[config.mk]
export PLATFORM = sky130hd
export DESIGN_NAME = mux_8x1
export DESIGN_NICKNAME = d
export VERILOG_FILES = /design/src/rtl/mux_8x1.sv
export SDC_FILE = /design/constraint.sdc
export NUM_CORES = 1
export LEC_CHECK = 0
export BUFFER_PORTS_ARGS = -buffer_cell sky130_fd_sc_hd__buf_2
export CAP_MARGIN = 20
export CORE_AREA = 2 2 39 41
export CTS_CLUSTER_DIAMETER = 50
export DETAILED_ROUTE_END_ITERATION = 7
export DIE_AREA = 0 0 41 43
export PLACE_DENSITY = 0.42
export SYNTH_ARGS = -nofsm -noshare
export SYNTH_HDL_FRONTEND = slang
export SYNTH_SLANG_ARGS = --single-unit
[constraint.sdc]
create_clock -name clk -period 0.9 [get_ports clk]
set_input_delay 0.045 -clock clk [delete_from_list [all_inputs] [get_ports clk]]
set_output_delay 0.045 -clock clk [all_outputs]
set_load 0.03 [all_outputs]
[src/rtl/mux_8x1.sv]
// 8:1 multiplexer with a combinational output and an enable-gated capture register.
// Optional build macro MUX_8X1_PARITY_EN adds out_par, the even parity of out_q.
module mux_8x1 #(
    parameter int unsigned WIDTH = 1
) (
    input  logic             clk,
    input  logic             rst,
    input  logic [WIDTH-1:0] in0,
    input  logic [WIDTH-1:0] in1,
    input  logic [WIDTH-1:0] in2,
    input  logic [WIDTH-1:0] in3,
    input  logic [WIDTH-1:0] in4,
    input  logic [WIDTH-1:0] in5,
    input  logic [WIDTH-1:0] in6,
    input  logic [WIDTH-1:0] in7,
    input  logic [2:0]       select,
    input  logic             en,
    output logic [WIDTH-1:0] out,
    output logic [WIDTH-1:0] out_q,
    output logic             out_vld,
    output logic [2:0]       sel_q
`ifdef MUX_8X1_PARITY_EN
    ,
    output logic             out_par
`endif
);

    localparam int unsigned N_IN = 8;

    logic [WIDTH-1:0] data [N_IN];

    assign data[0] = in0;
    assign data[1] = in1;
    assign data[2] = in2;
    assign data[3] = in3;
    assign data[4] = in4;
    assign data[5] = in5;
    assign data[6] = in6;
    assign data[7] = in7;

    // Plain indexing so an unknown select propagates X instead of picking a default.
    assign out = data[select];

    always_ff @(posedge clk or posedge rst) begin
        if (rst) begin
            out_q   <= '0;
            sel_q   <= '0;
            out_vld <= 1'b0;
        end else if (en) begin
            out_q   <= out;
            sel_q   <= select;
            out_vld <= 1'b1;
        end
    end

`ifdef MUX_8X1_PARITY_EN
    // Parity is registered alongside out_q so the two always describe the same capture.
    always_ff @(posedge clk or posedge rst) begin
        if (rst) begin
            out_par <= 1'b0;
        end else if (en) begin
            out_par <= ^out;
        end
    end
`endif

endmodule

# [Word-level counts from Yosys, hierarchy flattened]
# Cells that the tools add are included.
[op_classes] n_addsub=0 n_mul=0 div=0 order_cmp=1 eq_ne=0 shifts=0 mux=3 n_bitwise=1 n_reduce_logical=0
[op_table] op="4-bit greater-or-equal comparator (second input constant)" count=1
[op_table] op="3-bit inverter with 4-bit output" count=1
[op_table] op="1-bit binary-select mux with 3-bit select" count=1
[op_table] op="1-bit 2-to-1 mux" count=2
[word_totals] reg_bits=5 latch_bits=0 ramBits=0 mem_bits_ro=0 in_bits=14 output_inout_bits=6 elab_cells=8 memories=0

# [Depth between registers and ports, before layout]
# Gate-level depths: netlist (run 1).
[depth] depth_word=4 depth_mapped=4 mapped_depth_nobuf=3

# [Worst setup path after synthesis (run 1)]
# No wires, ideal clock.
[synth_path] path_type="input port to output port" start="input port select[0]" end="output port out" arrival_ns=0.940 t_required_ns=0.855 setup_slack_ns=-0.085 path_stages=4 n_path_buf=1 path_cell_list="buf_6 > mux2i_1 > mux4_2 > inv_1"
[synth_via] elab_chain_cells=4
[synth_lines] item="from (decl)" line_no="16" source="input logic [2:0] select,"
[synth_lines] item="3-bit inverter with 4-bit output (implied by the code)" line_no="42" source="assign out = data[select];"
[synth_lines] item="1-bit binary-select mux with 3-bit select" line_no="42"
[synth_lines] item="1-bit 2-to-1 mux (implied by the code) (2 in series)" line_no="42"
[synth_lines] item="to (decl)" line_no="18" source="output logic [WIDTH-1:0] out,"
# Every way passes these cells. The select of a mux whose other input is x is not followed.

# [Worst setup path after layout (run 1)]
# Same ends and word-level chain as after synthesis.

==> run metrics, run 1 <==
result of the run=finished, violations left; violations in the final reports=negative setup slack; post-layout min period=0.999 ns; signed area change from the synthesized netlist to the final layout=68.7%; Post-synth EDFFs=0; max-capacitance violation count=0; Global Route Usage Sum=a little under a tenth; Setup Total Neg Slack=-0.0986 ns; Final Slew Violations=0; hold violation count in the final report=0; Fmax=about 1000 MHz; synthesized instance count=19; initial antenna violation count=0; wire length per cell after detailed routing=between 10 and 15 um; # nets final=60; Worst Clk Skew=0 ns; count of antenna diodes in the layout=0; maximum number of pins on one net before global-route repair=6; Cell Area, Synth=about 260 um2; Vert. Die Dim=~43 um; ratio of final minimum period to clock period=111%; clock tree from TritonCTS=done; port bufs=19; clock slew at the register clock pins of the worst setup and hold paths=~0.040 ns; flip-flop cell with the highest count after synthesis=sky130_fd_sc_hd__dfrtp_1; clk root buf=sky130_fd_sc_hd__clkbuf_4; DRC violation count after routing=0; beginning of the worst hold path=select[2]; Yosys top cell area share=48.1%; Via density=between 3 and 4; combinational share of power=around 29%; critical path start-end classification=input port to output port; share of the core filled with cells=approximately a third; detailed-route wire length=656 um; register bit total from synthesis=5; unrepaired setup endpoints after global routing=true; post-synth cell types=7; async set-reset flop share out of synthesis=100%; routability congestion estimate=roughly 0.66; DR vias=between 200 and 250; switch share=27.9%; area of the core region=1380 um2; Synth Warn #=0; total CTS buffers=3; minimum setup slack in the final design=-0.0986 ns; initial standard-cell utilization of the core=about a fifth; relative slew slack=87.5%; Setup crit end kind=output port; Power Dens Cells=1620 nW/um2; sequential area share after synthesis=between 40% and 50%; number of optimization iterations in the first detailed-route pass=1; Net Switching=~0.20 mW; average instance area after synthesis=between 10 and 15 um2; number of H-tree levels=1; global-route wire length before repair=between 1000 and 1500 um; Clock power frac=34.9%; overall die area=around 1800 um2; Setup violations, final=1; total number of clock tree sinks=5; cell type with the highest aggregate area in the netlist=sky130_fd_sc_hd__dfrtp_1; Min Hold Slack=~0.073 ns; leading cell types by count after synthesis=sky130_fd_sc_hd__dfrtp_1 (5), sky130_fd_sc_hd__mux2i_1 (5), sky130_fd_sc_hd__inv_1 (3), sky130_fd_sc_hd__mux2_2 (3); class of the tightest hold or removal check=input port to flop; largest cells by area after synthesis=sky130_fd_sc_hd__dfrtp_1 (48%), sky130_fd_sc_hd__mux2i_1 (19%), sky130_fd_sc_hd__mux2_2 (13%); share of final-layout standard cells stronger than drive strength 1=roughly 69%; vias in the first global route=roughly 270; number of routed nets with antenna violations=0; Req. time, crit path=0.85 ns; std cell rows=14; total leakage power=approximately 0.23 nW; internal portion of total power=slightly above 0.5 mW; maximum net fanout on the critical path=5; Horiz. Die Dim=between 40 and 50 um; Boundary Pins=20; DR iter-0 viols=0; startpoint of the most critical setup path=select[0]; GRT overflow=0; startpoint type of the worst setup path=input port; slew at the pin closest to its max-slew limit=0.188 ns; worst IR drop on VDD=just under 0.0006 V; share of total power in sequential cells=36.0%; Clock Path Buffers=2; arrival time worst endpoint=between 0.9 and 1 ns; clock insertion delay at the later pin of the skew report=approximately 0.23 ns; post-synth net total=33; RR Startpoint=out_vld
-- worst max-delay path, stage by stage --
cell and delay [ns]:
sky130_fd_sc_hd__buf_8 0.11, sky130_fd_sc_hd__mux2i_1 0.11, sky130_fd_sc_hd__mux4_2 0.50, sky130_fd_sc_hd__inv_2 0.07, sky130_fd_sc_hd__buf_6 0.12
-- sequential cells by signal, indices dropped and copies added (netlist names) --
| signal | flops |
|---|---|
| out_q | 1 |
| sel_q | 3 |
| out_vld | 1 |
-- routing by layer --
layer,vias to the layer above,global-route usage [%],wire (um)
met5,-,0,0
met4,0,8.00,0
li1,118,-,-
met1,108,9.57,252
met3,0,3.66,89
met2,14,13.8,313
-- final cells by class --
type	instances	area [um2]
Tap cell	16	20.0
Inverter	3	11.3
Timing Repair Buffer	23	144
Clock buffer	4	26.3
Fill cell	144	945
Sequential cell	5	125
Multi-Input combinational cell	10	113
-- cell families after synthesis --
family / share of synthesized area (%)
buffers and inverters: 8.65
DFF: 48.1
muxes: 40.9
and+or+nand+nor: 2.41
-- worst paths after layout --
kind	end	slack (ns)	cells past startpoint
max	out	-0.1	5
min	sel_q[2]	0.07	2
max reg2reg	out_vld	0.15	1
min reg2reg	out_vld	0.46	1
max in group asynchronous	sel_q[0]	0.48	3
min in group asynchronous	out_vld	0.25	3
-- cells in the final DEF, fill, tap and decap left out --
cell type / instances
sky130_fd_sc_hd__mux4_2: 1
sky130_fd_sc_hd__dlygate4sd3_1: 1
sky130_fd_sc_hd__dfrtp_1: 5
sky130_fd_sc_hd__clkbuf_1: 1
sky130_fd_sc_hd__mux2_2: 3
sky130_fd_sc_hd__inv_1: 2
sky130_fd_sc_hd__buf_8: 1
sky130_fd_sc_hd__or2_2: 1
sky130_fd_sc_hd__mux2i_1: 5
sky130_fd_sc_hd__inv_2: 1
sky130_fd_sc_hd__buf_2: 17
sky130_fd_sc_hd__buf_6: 1
sky130_fd_sc_hd__clkbuf_4: 3
sky130_fd_sc_hd__buf_4: 3
-- timing repair --
| action | 4_1_cts | 5_1_grt |
|---|---|---|
| hold buffers | 1 | 0 |
| hold endpoints to repair | 5 | 0 |
| pin swaps | 0 | 0 |
| resized for setup | 5 | 0 |
| setup buffers | 1 | 0 |
| setup endpoints to repair | 1 | 2 |
-- power by group through the flow --
stage / Clock, mW / Sequential (mW) / Combinational (mW)
final: 0.249 / 0.256 / 0.207
after global routing: 0.283 / 0.260 / 0.222
after CTS: 0.264 / 0.257 / 0.212
after detailed placement: 0 / 0.260 / 0.187
after global placement: 0 / 0.259 / 0.183
after floorplan: 0 / 0.304 / 0.0721
-- metrics by stage --
stage          total power, mW  setup slack (ns)  area (um2)  instances
6_report                 0.713           -0.0986         439         61
5_1_grt                  0.765            -0.127         439         61
3_3_place_gp             0.442            -0.196         379         55
3_5_place_dp             0.447            -0.217         379         55
4_1_cts                  0.733            -0.112         439         61
2_1_floorplan            0.376           -0.0372         264         19
Power figures use the tool's default switching activity.
==> inputs of run 2 (changes only) <==
==> constraint.sdc (replaced) <==
create_clock -name clk -period 0.9 [get_ports clk]
set_input_delay 0.225 -clock clk [delete_from_list [all_inputs] [get_ports clk]]
set_output_delay 0.225 -clock clk [all_outputs]
set_load 0.03 [all_outputs]
==> run 2 against run 1 <==
The run still ends with negative setup slack left. Sequential share of layout area decreased by 1.6 points. Die area unchanged. Non-clock buffer count decreased by 1. Combinational power increased by 10%. Clock skew unchanged. Global-route usage increased by 0.30 points. Core utilization increased by 1.9 points.
==> run metrics, run 2 (synthesized netlist as in run 1, its figures left out) <==
total CTS buffers=3 (unchanged); initial antenna violation count=0 (unchanged); GRT overflow=0 (unchanged); worst path cell trace=buf_8 -> mux2i_1 -> mux4_2 -> inv_4 -> buf_6 (was buf_8 -> mux2i_1 -> mux4_2 -> inv_2 -> buf_6); power after layout=0.749 mW (was 0.713 mW); unrepaired setup endpoints after global routing=true (unchanged); area of the core region=1380 um2 (unchanged); biggest cell delay along the critical path=0.52 ns (was 0.50 ns); Boundary Pins=20 (unchanged); Clock Path Buffers=2 (unchanged); ratio of final minimum period to clock period=153% (was 111%); class of the tightest hold or removal check=input port to flop (unchanged); commonest non-fill, non-tap cells in the layout=sky130_fd_sc_hd__buf_2 (12), sky130_fd_sc_hd__buf_6 (6), sky130_fd_sc_hd__mux2i_1 (5), sky130_fd_sc_hd__dfrtp_1 (5) (was sky130_fd_sc_hd__buf_2 (17), sky130_fd_sc_hd__mux2i_1 (5), sky130_fd_sc_hd__dfrtp_1 (5)); most common cell after layout, fill and taps aside=sky130_fd_sc_hd__buf_2 (unchanged); port bufs=19 (unchanged); DR iter-0 viols=0 (unchanged); post-CTS setup buffers=0 (was 1); Setup Slack @ Placement=-0.595 ns (was -0.217 ns); placed instance count=55 (unchanged); area of combinational cells with multiple inputs=113 um2 (unchanged); number of optimization iterations in the first detailed-route pass=1 (unchanged); signed area change from the synthesized netlist to the final layout=78.8% (was 68.7%); Worst Hold Endpoint=sel_q[0] (was sel_q[2]); arrival time worst endpoint=1.16 ns (was 0.95 ns); DRC violation count after routing=0 (unchanged); global-route wire length before repair=1050 um (was 1060 um); worst reg2reg path endpoint=out_vld (unchanged); clock tree from TritonCTS=done (unchanged); clock insertion delay at the later pin of the skew report=0.24 ns (was 0.23 ns); Setup violations, final=7 (was 1); length of routed met2 wiring=317 um (was 313 um); beginning of the worst hold path=select[0] (was select[2]); Largest regs=sel_q (3), out_q (1), out_vld (1) (unchanged); final cell count without fillers=60 (was 61); share of total power in sequential cells=35.0% (was 36.0%); Vert. Die Dim=43 um (unchanged); footprint of the flip-flops and latches=125 um2 (unchanged); largest register by flop count=sel_q (unchanged); uppermost signal routing layer after detailed routing=met4 (was met3); Power Dens Cells=1610 nW/um2 (was 1620 nW/um2); share of the core filled with cells=33.6% (was 31.7%); post-layout min period=1.38 ns (was 0.999 ns); wire length per cell after detailed routing=11.8 um (was 10.8 um); Net Switching=0.215 mW (was 0.199 mW); Horiz. Die Dim=41 um (unchanged); clock slew at the register clock pins of the worst setup and hold paths=0.04 ns (about the same); overall die area=1760 um2 (unchanged); minimum setup slack in the final design=-0.480 ns (was -0.0986 ns); Setup crit end kind=output port (unchanged); slew at the pin closest to its max-slew limit=0.199 ns (was 0.188 ns); Req. time, crit path=0.67 ns (was 0.85 ns); worst IR drop on VDD=0.000650 V (was 0.000579 V); Via density=3.95 (was 3.93); maximum net fanout on the critical path=5 (unchanged); Largest register FFs=3 (unchanged); hold-critical path depth=2 (unchanged); number of routed nets with antenna violations=0 (unchanged); fill cell instance count of the final layout=140 (was 144); critical path start-end classification=input port to output port (unchanged); result of the run=finished, violations left (unchanged); switch share=28.7% (was 27.9%); total number of clock tree sinks=5 (unchanged); clk root buf=sky130_fd_sc_hd__clkbuf_4 (unchanged); Global Route Usage Sum=9.62% (was 9.31%); Crit-path slowest cell=sky130_fd_sc_hd__mux4_2 (unchanged); detailed-routing wirelength on met1=277 um (was 252 um); # nets final=59 (was 60); metal3 WL=101 um (was 89 um); number of H-tree levels=1 (unchanged); initial standard-cell utilization of the core=18.8% (unchanged); Final Slew Violations=0 (unchanged); max-capacitance violation count=0 (unchanged); depth of the worst register-to-register path=1 (unchanged); vias in the first global route=285 (was 265); setup slack of the worst register-to-register path=0.12 ns (was 0.15 ns); violations in the final reports=negative setup slack (unchanged); Worst Clk Skew=0 ns (unchanged); share of final-layout standard cells stronger than drive strength 1=68.2% (was 68.9%); sum of net half-perimeters after detailed placement=about 550 um; hold violation count in the final report=0 (unchanged); startpoint type of the worst setup path=input port (unchanged); combinational share of power=30.5% (was 29.1%); count of antenna diodes in the layout=0 (unchanged); Clock power frac=34.5% (was 34.9%); detailed-route wire length=706 um (was 656 um); std cell rows=14 (unchanged); Fmax=725 MHz (was 1000 MHz); RR Startpoint=out_vld (unchanged); maximum number of pins on one net before global-route repair=6 (unchanged); total leakage power=0.239 nW (was 0.231 nW); DR vias=237 (was 240); internal portion of total power=0.534 mW (was 0.513 mW); Min Hold Slack=0.246 ns (was 0.0731 ns); relative slew slack=86.7% (was 87.5%); routability congestion estimate=0.651 (was 0.656)
run 2: worst max path at each step:
stage | start | to | slack, ns | cells after the start
3_5_place_dp | select[0] | out | -0.59 | 5
5_1_grt | select[0] | out | -0.51 | 5
4_1_cts | select[0] | out | -0.49 | 5
2_1_floorplan | select[0] | out | -0.38 | 4
3_3_place_gp | select[0] | out | -0.57 | 5
6_report | select[0] | out | -0.48 | 5
run 2: repair_timing:
| action | in CTS | in global routing |
|---|---|---|
| hold buffers | 1 | 0 |
| hold endpoints to repair | 5 | 0 |
| endpoints found under the setup margin | 7 | 7 |
| resized for setup | 15 | 0 |
run 2: worst max-delay path: cells and delay by family:
kind	cells	cell delay [ns]
muxes	2	0.64
buffers and inverters	3	0.30
run 2: layout make-up:
type / count / share of cell area [%]
clock buffer: 4 / 5.65
inverter: 3 / 2.96
multi-input combinational: 10 / 24.2
sequential: 5 / 26.9
tap: 16 / 4.30
timing repair buffer: 22 / 36.0
run 2: metal layers:
metal	global-route usage (%)	up-vias
met5	0	-
met4	10.0	0
met3	3.14	2
met2	14.4	14
met1	9.24	108
li1	-	113
run 2: power by group through the flow:
stage | logic [mW] | clock network [mW] | registers, mW
5_1_grt | 0.246 | 0.289 | 0.265
3_3_place_gp | 0.188 | 0 | 0.259
4_1_cts | 0.233 | 0.274 | 0.262
3_5_place_dp | 0.190 | 0 | 0.260
6_report | 0.228 | 0.259 | 0.262
2_1_floorplan | 0.0756 | 0 | 0.304
run 2: through the flow:
step	cell area, um2	TNS (ns)
final	465	-0.985
after global routing	465	-1.24
after CTS	465	-1.06
after global placement	382	-0.921
after floorplan	267	-0.623
after detailed placement	382	-0.966
